--- config.mk ---
export PLATFORM = sky130hd
export DESIGN_NAME = mc_cr_interp
export DESIGN_NICKNAME = d
export VERILOG_FILES = /design/src/rtl/mc_cr_pkg.sv /design/src/rtl/mc_cr_bilin_pe.sv /design/src/rtl/mc_cr_interp.sv
export SDC_FILE = /design/constraint.sdc
export NUM_CORES = 2
export LEC_CHECK = 0
export BUFFER_PORTS_ARGS = -buffer_cell sky130_fd_sc_hd__buf_2
export CAP_MARGIN = 40
export CORE_ASPECT_RATIO = 2
export CORE_MARGIN = 5
export CORE_UTILIZATION = 65
export CTS_CLUSTER_DIAMETER = 200
export DETAILED_ROUTE_END_ITERATION = 10
export PLACE_DENSITY = 0.94
export SYNTH_ARGS = -nofsm -noshare
export SYNTH_HDL_FRONTEND = slang
export SYNTH_SLANG_ARGS = --single-unit
--- constraint.sdc ---
create_clock -name clk -period 12.1 [get_ports clk]
set_clock_uncertainty 0.2 [all_clocks]
set_input_delay 0.605 -clock clk [delete_from_list [all_inputs] [get_ports clk]]
set_output_delay 0.605 -clock clk [all_outputs]
set_load 0.01 [all_outputs]
--- src/rtl/mc_cr_pkg.sv ---
// mc_cr_pkg: types and constants shared by the mc_cr chroma MC blocks.
//   state_t        : interpolator control states
//   FRAC_W         : width of the 1/8-pel fraction
//   ROUND_C/SHIFT_C: rounding offset and normalising shift of the bilinear sum
//   bilin_weights(): the four H.264 chroma bilinear weights for a (dx,dy)
package mc_cr_pkg;

  typedef enum logic [1:0] {
    IDLE  = 2'd0,
    FIRST = 2'd1,
    RUN   = 2'd2
  } state_t;

  localparam int FRAC_W  = 3;
  localparam int WGT_W   = 7;   // weights reach 64, so 7 bits
  localparam int ROUND_C = 32;
  localparam int SHIFT_C = 6;

  typedef struct packed {
    logic [WGT_W-1:0] wa;  // top-left     (8-dx)(8-dy)
    logic [WGT_W-1:0] wb;  // top-right    dx(8-dy)
    logic [WGT_W-1:0] wc;  // bottom-left  (8-dx)dy
    logic [WGT_W-1:0] wd;  // bottom-right dx*dy
  } bilin_wgt_t;

  function automatic bilin_wgt_t bilin_weights(input logic [FRAC_W-1:0] dx,
                                               input logic [FRAC_W-1:0] dy);
    bilin_wgt_t       w;
    logic [WGT_W-1:0] lx;
    logic [WGT_W-1:0] ly;
    logic [WGT_W-1:0] hx;
    logic [WGT_W-1:0] hy;
    lx   = {4'd0, dx};
    ly   = {4'd0, dy};
    hx   = 7'd8 - lx;
    hy   = 7'd8 - ly;
    // every product is at most 64, so the 7-bit context never truncates
    w.wa = hx * hy;
    w.wb = lx * hy;
    w.wc = hx * ly;
    w.wd = lx * ly;
    return w;
  endfunction

endpackage

--- src/rtl/mc_cr_bilin_pe.sv ---
// mc_cr_bilin_pe: one-pixel combinational bilinear chroma kernel.
//   a,b   : upper-row pixels j and j+1
//   c,d   : lower-row pixels j and j+1
//   dx,dy : 1/8-pel fraction
//   pred  : ((wa*a + wb*b + wc*c + wd*d) + 32) >> 6
module mc_cr_bilin_pe
  import mc_cr_pkg::*;
#(
  parameter int PIX_W = 8
) (
  input  logic [PIX_W-1:0]  a,
  input  logic [PIX_W-1:0]  b,
  input  logic [PIX_W-1:0]  c,
  input  logic [PIX_W-1:0]  d,
  input  logic [FRAC_W-1:0] dx,
  input  logic [FRAC_W-1:0] dy,
  output logic [PIX_W-1:0]  pred
);

  localparam int ACC_W = PIX_W + WGT_W;

  bilin_wgt_t       wgt_s;
  logic [ACC_W-1:0] acc_s;
  logic             unused_s;

  assign wgt_s = bilin_weights(dx, dy);

  // Weights sum to 64, so the rounded sum stays below 64*2^PIX_W.
  assign acc_s = ACC_W'(wgt_s.wa) * ACC_W'(a)
               + ACC_W'(wgt_s.wb) * ACC_W'(b)
               + ACC_W'(wgt_s.wc) * ACC_W'(c)
               + ACC_W'(wgt_s.wd) * ACC_W'(d)
               + ACC_W'(ROUND_C);

  // After the shift the result always fits PIX_W bits; no clip needed.
  assign pred = acc_s[SHIFT_C +: PIX_W];

  // Rounding bits and the always-zero top bit are intentionally dropped.
  assign unused_s = ^{acc_s[SHIFT_C-1:0], acc_s[ACC_W-1:PIX_W+SHIFT_C]};

endmodule

--- src/rtl/mc_cr_interp.sv ---
// mc_cr_interp: H.264 chroma bilinear interpolation datapath.
//   cmd_*  : (dx,dy) command, accepted only when idle
//   src_*  : BLK_H+1 reference rows of BLK_W+1 pixels per command
//   dst_*  : BLK_H predicted rows of BLK_W pixels, dst_last on the final row
//   clk, reset (asynchronous, active-high)
module mc_cr_interp
  import mc_cr_pkg::*;
#(
  parameter int BLK_W = 4,
  parameter int BLK_H = 4,
  parameter int PIX_W = 8
) (
  input  logic                       clk,
  input  logic                       reset,
  input  logic                       cmd_valid,
  output logic                       cmd_ready,
  input  logic [FRAC_W-1:0]          cmd_dx,
  input  logic [FRAC_W-1:0]          cmd_dy,
  input  logic                       src_valid,
  output logic                       src_ready,
  input  logic [(BLK_W+1)*PIX_W-1:0] src_row,
  output logic                       dst_valid,
  input  logic                       dst_ready,
  output logic [BLK_W*PIX_W-1:0]     dst_row,
  output logic                       dst_last
);

  localparam int ROW_W = (BLK_W + 1) * PIX_W;
  localparam int OUT_W = BLK_W * PIX_W;
  localparam int CNT_W = $clog2(BLK_H + 1);

  state_t             state_r;
  logic [FRAC_W-1:0]  dx_r;
  logic [FRAC_W-1:0]  dy_r;
  logic [ROW_W-1:0]   prev_row_r;
  logic [CNT_W-1:0]   cnt_r;
  logic [OUT_W-1:0]   bilin_row_s;
  logic               src_fire_s;
  logic               dst_fire_s;

  // One kernel per output pixel: prev_row is the upper row, src_row the lower.
  for (genvar j = 0; j < BLK_W; j++) begin : g_pe
    mc_cr_bilin_pe #(.PIX_W(PIX_W)) u_pe (
      .a    (prev_row_r[j*PIX_W +: PIX_W]),
      .b    (prev_row_r[(j+1)*PIX_W +: PIX_W]),
      .c    (src_row[j*PIX_W +: PIX_W]),
      .d    (src_row[(j+1)*PIX_W +: PIX_W]),
      .dx   (dx_r),
      .dy   (dy_r),
      .pred (bilin_row_s[j*PIX_W +: PIX_W])
    );
  end

  // Source acceptance: the output slot must be free or draining this cycle,
  // and no more than BLK_H rows are taken after the first one.
  always_comb begin
    src_ready = 1'b0;
    case (state_r)
      FIRST:   src_ready = 1'b1;
      RUN:     src_ready = (cnt_r < CNT_W'(BLK_H)) && (!dst_valid || dst_ready);
      default: src_ready = 1'b0;
    endcase
  end

  assign src_fire_s = src_valid && src_ready;
  assign dst_fire_s = dst_valid && dst_ready;

  // Control FSM with registered command/destination outputs.
  always_ff @(posedge clk or posedge reset) begin
    if (reset) begin
      state_r    <= IDLE;
      cmd_ready  <= 1'b1;
      dx_r       <= '0;
      dy_r       <= '0;
      prev_row_r <= '0;
      cnt_r      <= '0;
      dst_valid  <= 1'b0;
      dst_row    <= '0;
      dst_last   <= 1'b0;
    end else begin
      case (state_r)
        IDLE: begin
          if (cmd_valid) begin
            dx_r      <= cmd_dx;
            dy_r      <= cmd_dy;
            cnt_r     <= '0;
            cmd_ready <= 1'b0;
            state_r   <= FIRST;
          end
        end
        FIRST: begin
          if (src_valid) begin
            prev_row_r <= src_row;
            state_r    <= RUN;
          end
        end
        RUN: begin
          // The final row is only handshaken once all sources are in, so
          // exit never coincides with a source acceptance.
          if (dst_fire_s && dst_last) begin
            dst_valid <= 1'b0;
            dst_last  <= 1'b0;
            cmd_ready <= 1'b1;
            state_r   <= IDLE;
          end else if (src_fire_s) begin
            dst_row    <= bilin_row_s;
            dst_valid  <= 1'b1;
            dst_last   <= (cnt_r == CNT_W'(BLK_H - 1));
            prev_row_r <= src_row;
            cnt_r      <= cnt_r + 1'b1;
          end else if (dst_fire_s) begin
            dst_valid <= 1'b0;
          end
        end
        default: begin
          state_r   <= IDLE;
          cmd_ready <= 1'b1;
          dst_valid <= 1'b0;
          dst_last  <= 1'b0;
        end
      endcase
    end
  end

endmodule

# Word-level counts from Yosys, hierarchy flattened
# Index checks and enable logic that the tools add are counted.
# totals
ff_bits	86
latch_bits	0
ramBits	0
rom_bits	0
input_bits	51
out_inout_bits	36
wordCells	103
n_memories	0
# op_classes
add_sub_neg	19
mul	20
n_div	0
order_cmp	1
eq_ne	10
n_shift	0
muxes	23
bitwise	3
reduce_logical	18
# ops
cell	count
$add 14x14->14	12
$mul 7x8->14	12
$mux 40	3
$pmux 40 s2	1
$add 14x6->14 const B	4
$mul 6x8->14	4
$ne 2x2->1 const B	5
$sub 4x3->5 const A	2
$mux 3	3
$reduce_and 3->1	3
$reduce_and 4->1	2
$mul 3x7->7	1
$mul 7x3->7	1
$mul 7x7->7	1
$mux 1	7
$mul 3x3->6	1
$mux 2	3
$pmux 1 s2	3
$pmux 2 s3	1
$pmux 3 s2	1
$reduce_and 2->1	3
$logic_and 1x1->1	4
$ne 4x4->1 const B	1
$reduce_bool 2->1	2
other kinds (12)	14

# Depth between registers and ports, before layout
# logic_depth
ltp_word	8
ltp_mapped	37

# Modules after synthesis
# From an unflattened synthesis, not the netlist that was laid out.
# hier_totals
hier_cells	3764
hier_area_um2	36044.6
# by_module_without_submodules
module	instances	cells_per_inst	area_each_um2	seq_area_each_um2
mc_cr_bilin_pe (g_pe[2].u_pe)	1	883	8097.8	0.0
mc_cr_bilin_pe (g_pe[0].u_pe)	1	878	8094.0	0.0
mc_cr_bilin_pe (g_pe[3].u_pe)	1	884	8090.3	0.0
mc_cr_bilin_pe (g_pe[1].u_pe)	1	878	8041.5	0.0
mc_cr_interp	1	241	3721.1	2153.3

# Least setup slack after synthesis
# No wires, ideal clock.
# synth_path
path_type	register to register
start	register dy_r[0]
end	register dst_row[15]
setup_ns	0.125
arrival_ns	9.405
setup_slack_ns	2.370
path_stages_with_launch	36
n_path_buf	3
synth_period_minus_slack_ns	9.730
cell_sequence	dfrtp_1 -> clkbuf_1 -> inv_1 -> ha_1 -> xnor2_1 -> and2_1 -> fa_1 -> ha_1 -> ha_1 -> fa_1 -> a21o_1 -> a21oi_1 -> xnor3_1 -> clkbuf_1 -> clkbuf_1 -> nand2b_1 -> fa_1 -> inv_1 -> fa_1 -> fa_1 -> inv_1 -> fa_1 -> inv_1 -> fa_1 -> fa_1 -> inv_1 -> fa_1 -> inv_1 -> ha_1 -> a2111oi_4 -> o31ai_1 -> a31o_2 -> or3_1 -> a31oi_1 -> xnor2_1 -> mux2_2
# synth_between
elab_chain_cells	7
word_cells_on_any_way	13
# synth_lines
item	line_no	source
start: declaration	mc_cr_interp.sv:34	logic [FRAC_W-1:0] dy_r;
start signal: assignment	mc_cr_interp.sv:85	dy_r <= cmd_dy;
$sub 4x3->5	mc_cr_pkg.sv:36	hy = 7'd8 - ly;
$mul 7x7->7 / $mul 3x7->7 (equally long branches)	mc_cr_pkg.sv:38, mc_cr_pkg.sv:39	
$mul 7x8->14, on equally long branches	mc_cr_bilin_pe.sv:29, mc_cr_bilin_pe.sv:30	
$add 14x14->14	mc_cr_bilin_pe.sv:30	+ ACC_W'(wgt_s.wb) * ACC_W'(b)
$add 14x14->14	mc_cr_bilin_pe.sv:31	+ ACC_W'(wgt_s.wc) * ACC_W'(c)
$add 14x14->14 *	mc_cr_bilin_pe.sv:32	+ ACC_W'(wgt_s.wd) * ACC_W'(d)
$add 14x6->14 *	mc_cr_bilin_pe.sv:33	+ ACC_W'(ROUND_C);
end signal: assignment	mc_cr_interp.sv:106	dst_row <= bilin_row_s;
end: declaration	mc_cr_interp.sv:24	output logic [BLK_W*PIX_W-1:0] dst_row,
# Every way passes the cells marked *; elsewhere a longest branch is shown, timed or not.
# A chain may end at the register's enable or synchronous reset.

# Final worst setup path
# Ends and elaborated chain as after synthesis.

==> flow_results.xml <==
<?xml version="1.0" encoding="UTF-8"?>
<metrics>
  <group name="grt">
    <metric name="grt.total_usage" unit="%">36.35</metric>
    <metric name="first_global_vias" unit="">29040</metric>
    <metric name="grt_first_pass_wirelength" unit="um">152100</metric>
    <metric name="grt_antenna_before_repair" unit="">4</metric>
    <metric name="grt_start_max_net_pins" unit="">66</metric>
    <metric name="globalRoute.totalOverflow" unit="">0</metric>
  </group>
  <group name="drt">
    <metric name="route.vias.total" unit="">24880</metric>
    <metric name="drt-vias-per-instance" unit="">6.117</metric>
    <metric name="postRouteAntennaNets" unit="">0</metric>
    <metric name="detail_route.iter0.violations" unit="">2625</metric>
    <metric name="finalWirelength" unit="um">95860</metric>
    <metric name="post_route_drc_violation_count" unit="">0</metric>
    <metric name="firstDrtPassIters" unit="">6</metric>
    <metric name="average_wire_per_standard_cell" unit="um">23.56</metric>
  </group>
  <group name="placement">
    <metric name="detailed_place_hpwl" unit="um">70290</metric>
    <metric name="routability_driven_placement_congestion_ratio" unit="">0.9519</metric>
    <metric name="buffer_ports.inserted" unit="">86</metric>
    <metric name="dpl-instance-area" unit="um^2">33170</metric>
  </group>
  <group name="die">
    <metric name="pin_count" unit="">87</metric>
    <metric name="design.die.area" unit="um^2">54310</metric>
    <metric name="floorplan.core_area" unit="um^2">49070</metric>
    <metric name="core.rowCount" unit="">115</metric>
    <metric name="die_y" unit="um">324.6</metric>
    <metric name="effective_utilization_at_floorplan" unit="%">65.56</metric>
    <metric name="chipWidth" unit="um">167.3</metric>
  </group>
  <group name="synth">
    <metric name="sequential_cell_area_fraction_in_the_yosys_report" unit="%">6.694</metric>
    <metric name="async_reset_ff_share" unit="%">100.0</metric>
    <metric name="synth-seq-cells" unit="">86</metric>
    <metric name="post_synth_instance_area" unit="um^2">32170</metric>
    <metric name="synthesis.yosys.warnings" unit="">0</metric>
    <metric name="synth-main-ff-cell" unit="">sky130_fd_sc_hd__dfrtp_1</metric>
    <metric name="synth_nets" unit="">4566</metric>
    <metric name="synth.lib_cells_used.distinct" unit="">46</metric>
    <metric name="synthesized_area_divided_by_synthesized_cell_count" unit="um^2">9.365</metric>
    <metric name="syn-instance-count" unit="">3435</metric>
    <metric name="synth_enable_flop_cells" unit="">0</metric>
  </group>
  <group name="setup_path">
    <metric name="timing.critical_path.slowest_cell_delay" unit="ns">0.63</metric>
    <metric name="cp_common_cell" unit="">sky130_fd_sc_hd__fa_1</metric>
    <metric name="worst-endpoint-arrival" unit="ns">10.81</metric>
    <metric name="critPathLaunchType" unit="">flop</metric>
    <metric name="critPathCaptureType" unit="">flop</metric>
    <metric name="timing.setup.critical_path_class" unit="">flop to flop</metric>
    <metric name="critical_path_slowest_stage_cell" unit="">sky130_fd_sc_hd__dfrtp_1</metric>
    <metric name="path_max_fanout" unit="">24</metric>
    <metric name="reg2regPathDepth" unit="">32</metric>
    <metric name="critPathRequiredTime" unit="ns">12.19</metric>
  </group>
  <group name="timing">
    <metric name="fin_tns_setup" unit="ns">0</metric>
    <metric name="layout_min_cycle_time" unit="ns">10.72</metric>
    <metric name="max_freq" unit="GHz">0.09330</metric>
    <metric name="rsz0062_at_grt" unit="">no</metric>
    <metric name="final-max-slew-violation-count" unit="">0</metric>
    <metric name="max-slew-margin-rel" unit="%">43.88</metric>
    <metric name="post-route-period-util" unit="%">88.58</metric>
    <metric name="timing.final.setup_violations" unit="">0</metric>
    <metric name="hold_viol" unit="">0</metric>
    <metric name="timing_worst_slew_pin_value" unit="ns">0.8417</metric>
  </group>
  <group name="final_layout">
    <metric name="post-route-cell-area" unit="um^2">33470</metric>
    <metric name="final_net_count" unit="">4548</metric>
    <metric name="highest_count_cells_in_the_layout_ignoring_fill_and_taps" unit="">914 x sky130_fd_sc_hd__inv_1, 710 x sky130_fd_sc_hd__fa_1, 428 x sky130_fd_sc_hd__and2_1, 377 x sky130_fd_sc_hd__nand2_1, 369 x sky130_fd_sc_hd__ha_1</metric>
    <metric name="drive_above_1_share" unit="%">5.903</metric>
    <metric name="area_growth" unit="%">4.065</metric>
    <metric name="layout.cells.most_common" unit="">sky130_fd_sc_hd__inv_1</metric>
  </group>
  <group name="clocking">
    <metric name="tritoncts" unit="">yes</metric>
    <metric name="insertion_delay" unit="ns">0.41</metric>
    <metric name="post_cts_buffers" unit="">0</metric>
    <metric name="cts.root.buffer_cell" unit="">sky130_fd_sc_hd__clkbuf_16</metric>
    <metric name="maximum_buffer_depth_of_the_clock_tree" unit="">2</metric>
    <metric name="numCtsBuffers" unit="">9</metric>
    <metric name="cts.repair.resized" unit="">0</metric>
    <metric name="cts_sinks" unit="">86</metric>
    <metric name="cts_hold_repair.buffers" unit="">0</metric>
    <metric name="cts_h_tree_depth" unit="">3</metric>
    <metric name="clkTransAtPathRegs" unit="ns">0.09</metric>
  </group>
  <group name="hold_path">
    <metric name="hp-class" unit="">input port to asynchronous set/reset pin</metric>
  </group>
  <group name="job">
    <metric name="cap_violations" unit="">0</metric>
  </group>
  <group name="run_status">
    <metric name="result_of_the_run" unit="">finished, final reports clean</metric>
  </group>
</metrics>
[sequential cells by signal (all words and copies together), names as in the netlist]
| name | flops |
|---|---|
| prev_row_r | 40 |
| dst_row | 32 |
| dx_r | 3 |
| cmd_ready | 1 |
| state_r | 2 |
| dst_valid | 1 |
| cnt_r | 3 |
| dy_r | 3 |
| dst_last | 1 |
[final cells by class]
class                           instances  area, um^2
Clock inverter                          6       70.07
Sequential cell                        86        2153
Antenna cell                            3       7.507
Multi-Input combinational cell       2288       26090
Clock buffer                           10       229.0
Timing Repair Buffer                  117       683.2
Tap cell                              643       804.5
Fill cell                            3011       15590
Inverter                              915        3437
[critical path: cells and delay by family (launching register included)]
kind | cells | cell delay, ns
AOI/OAI and AO/OA | 6 | 1.28
buffers and inverters | 6 | 0.84
xor gates and xnor gates | 3 | 1.06
muxes | 1 | 0.28
DFF | 1 | 0.63
adders and majority gates | 13 | 5.58
and+or+nand+nor | 3 | 0.70
[cell families after synthesis]
group	Yosys count	synth area share, %
compound gates	115	2.272
simple gates	937	15.17
xor+xnor	108	3.155
buf+inv	1061	12.43
mux	48	1.680
fa+ha+maj	1080	58.60
flops	86	6.694
[synth_stat cells, types with 27 or more instances]
| library cell | number | area (um^2) |
|---|---|---|
| sky130_fd_sc_hd__fa_1 | 711 | 14230 |
| sky130_fd_sc_hd__clkbuf_1 | 140 | 525.5 |
| sky130_fd_sc_hd__and2_1 | 428 | 2678 |
| sky130_fd_sc_hd__nor2b_1 | 27 | 168.9 |
| sky130_fd_sc_hd__mux2_2 | 48 | 540.5 |
| sky130_fd_sc_hd__ha_1 | 369 | 4617 |
| sky130_fd_sc_hd__o21ai_0 | 44 | 220.2 |
| sky130_fd_sc_hd__and3_1 | 52 | 325.3 |
| sky130_fd_sc_hd__nand2_1 | 377 | 1415 |
| sky130_fd_sc_hd__dfrtp_1 | 85 | 2127 |
| sky130_fd_sc_hd__inv_1 | 915 | 3435 |
| sky130_fd_sc_hd__xnor2_1 | 77 | 674.4 |
[path summary, 6_finish.rpt]
| path | end | slack, ns | start |
|---|---|---|---|
| max in group asynchronous | prev_row_r[38]$_DFFE_PP0P_ | 10.33 | reset |
| max reg2reg | dst_row[15]$_DFFE_PP0P_ | 1.38 | dy_r[0]$_DFFE_PP0P_ |
| max | dst_row[15]$_DFFE_PP0P_ | 1.38 | dy_r[0]$_DFFE_PP0P_ |
| min in group clk | dy_r[1]$_DFFE_PP0P_ | 0.22 | cmd_dy[1] |
| min reg2reg | dst_row[17]$_DFFE_PP0P_ | 0.28 | dst_row[17]$_DFFE_PP0P_ |
| min | dst_row[8]$_DFFE_PP0P_ | 0.11 | reset |
[routing by layer]
layer	part of all wire (%)	routed length [um]	global-route usage (%)
met1	29	27600	38.05
met2	48	45540	58.89
met3	12	11070	10.38
met4	12	11630	32.21
met5	0.0094	9	0
[stage by stage]
step,instances,worst slack [ns],utilization (%),hold WS [ns]
final,4068,1.382,68.22,0.1119
after global routing,4066,1.063,68.21,0.1723
after CTS,4065,1.572,68.21,0.1303
after detailed placement,4049,1.582,67.60,0.2658
after global placement,4046,2.049,67.51,0.2557
after floorplan,3435,2.370,-,0.2999
Power is left out: the tool's default activity adds up to more than one toggle a clock period on the data nets, which glitch-free logic cannot reach.
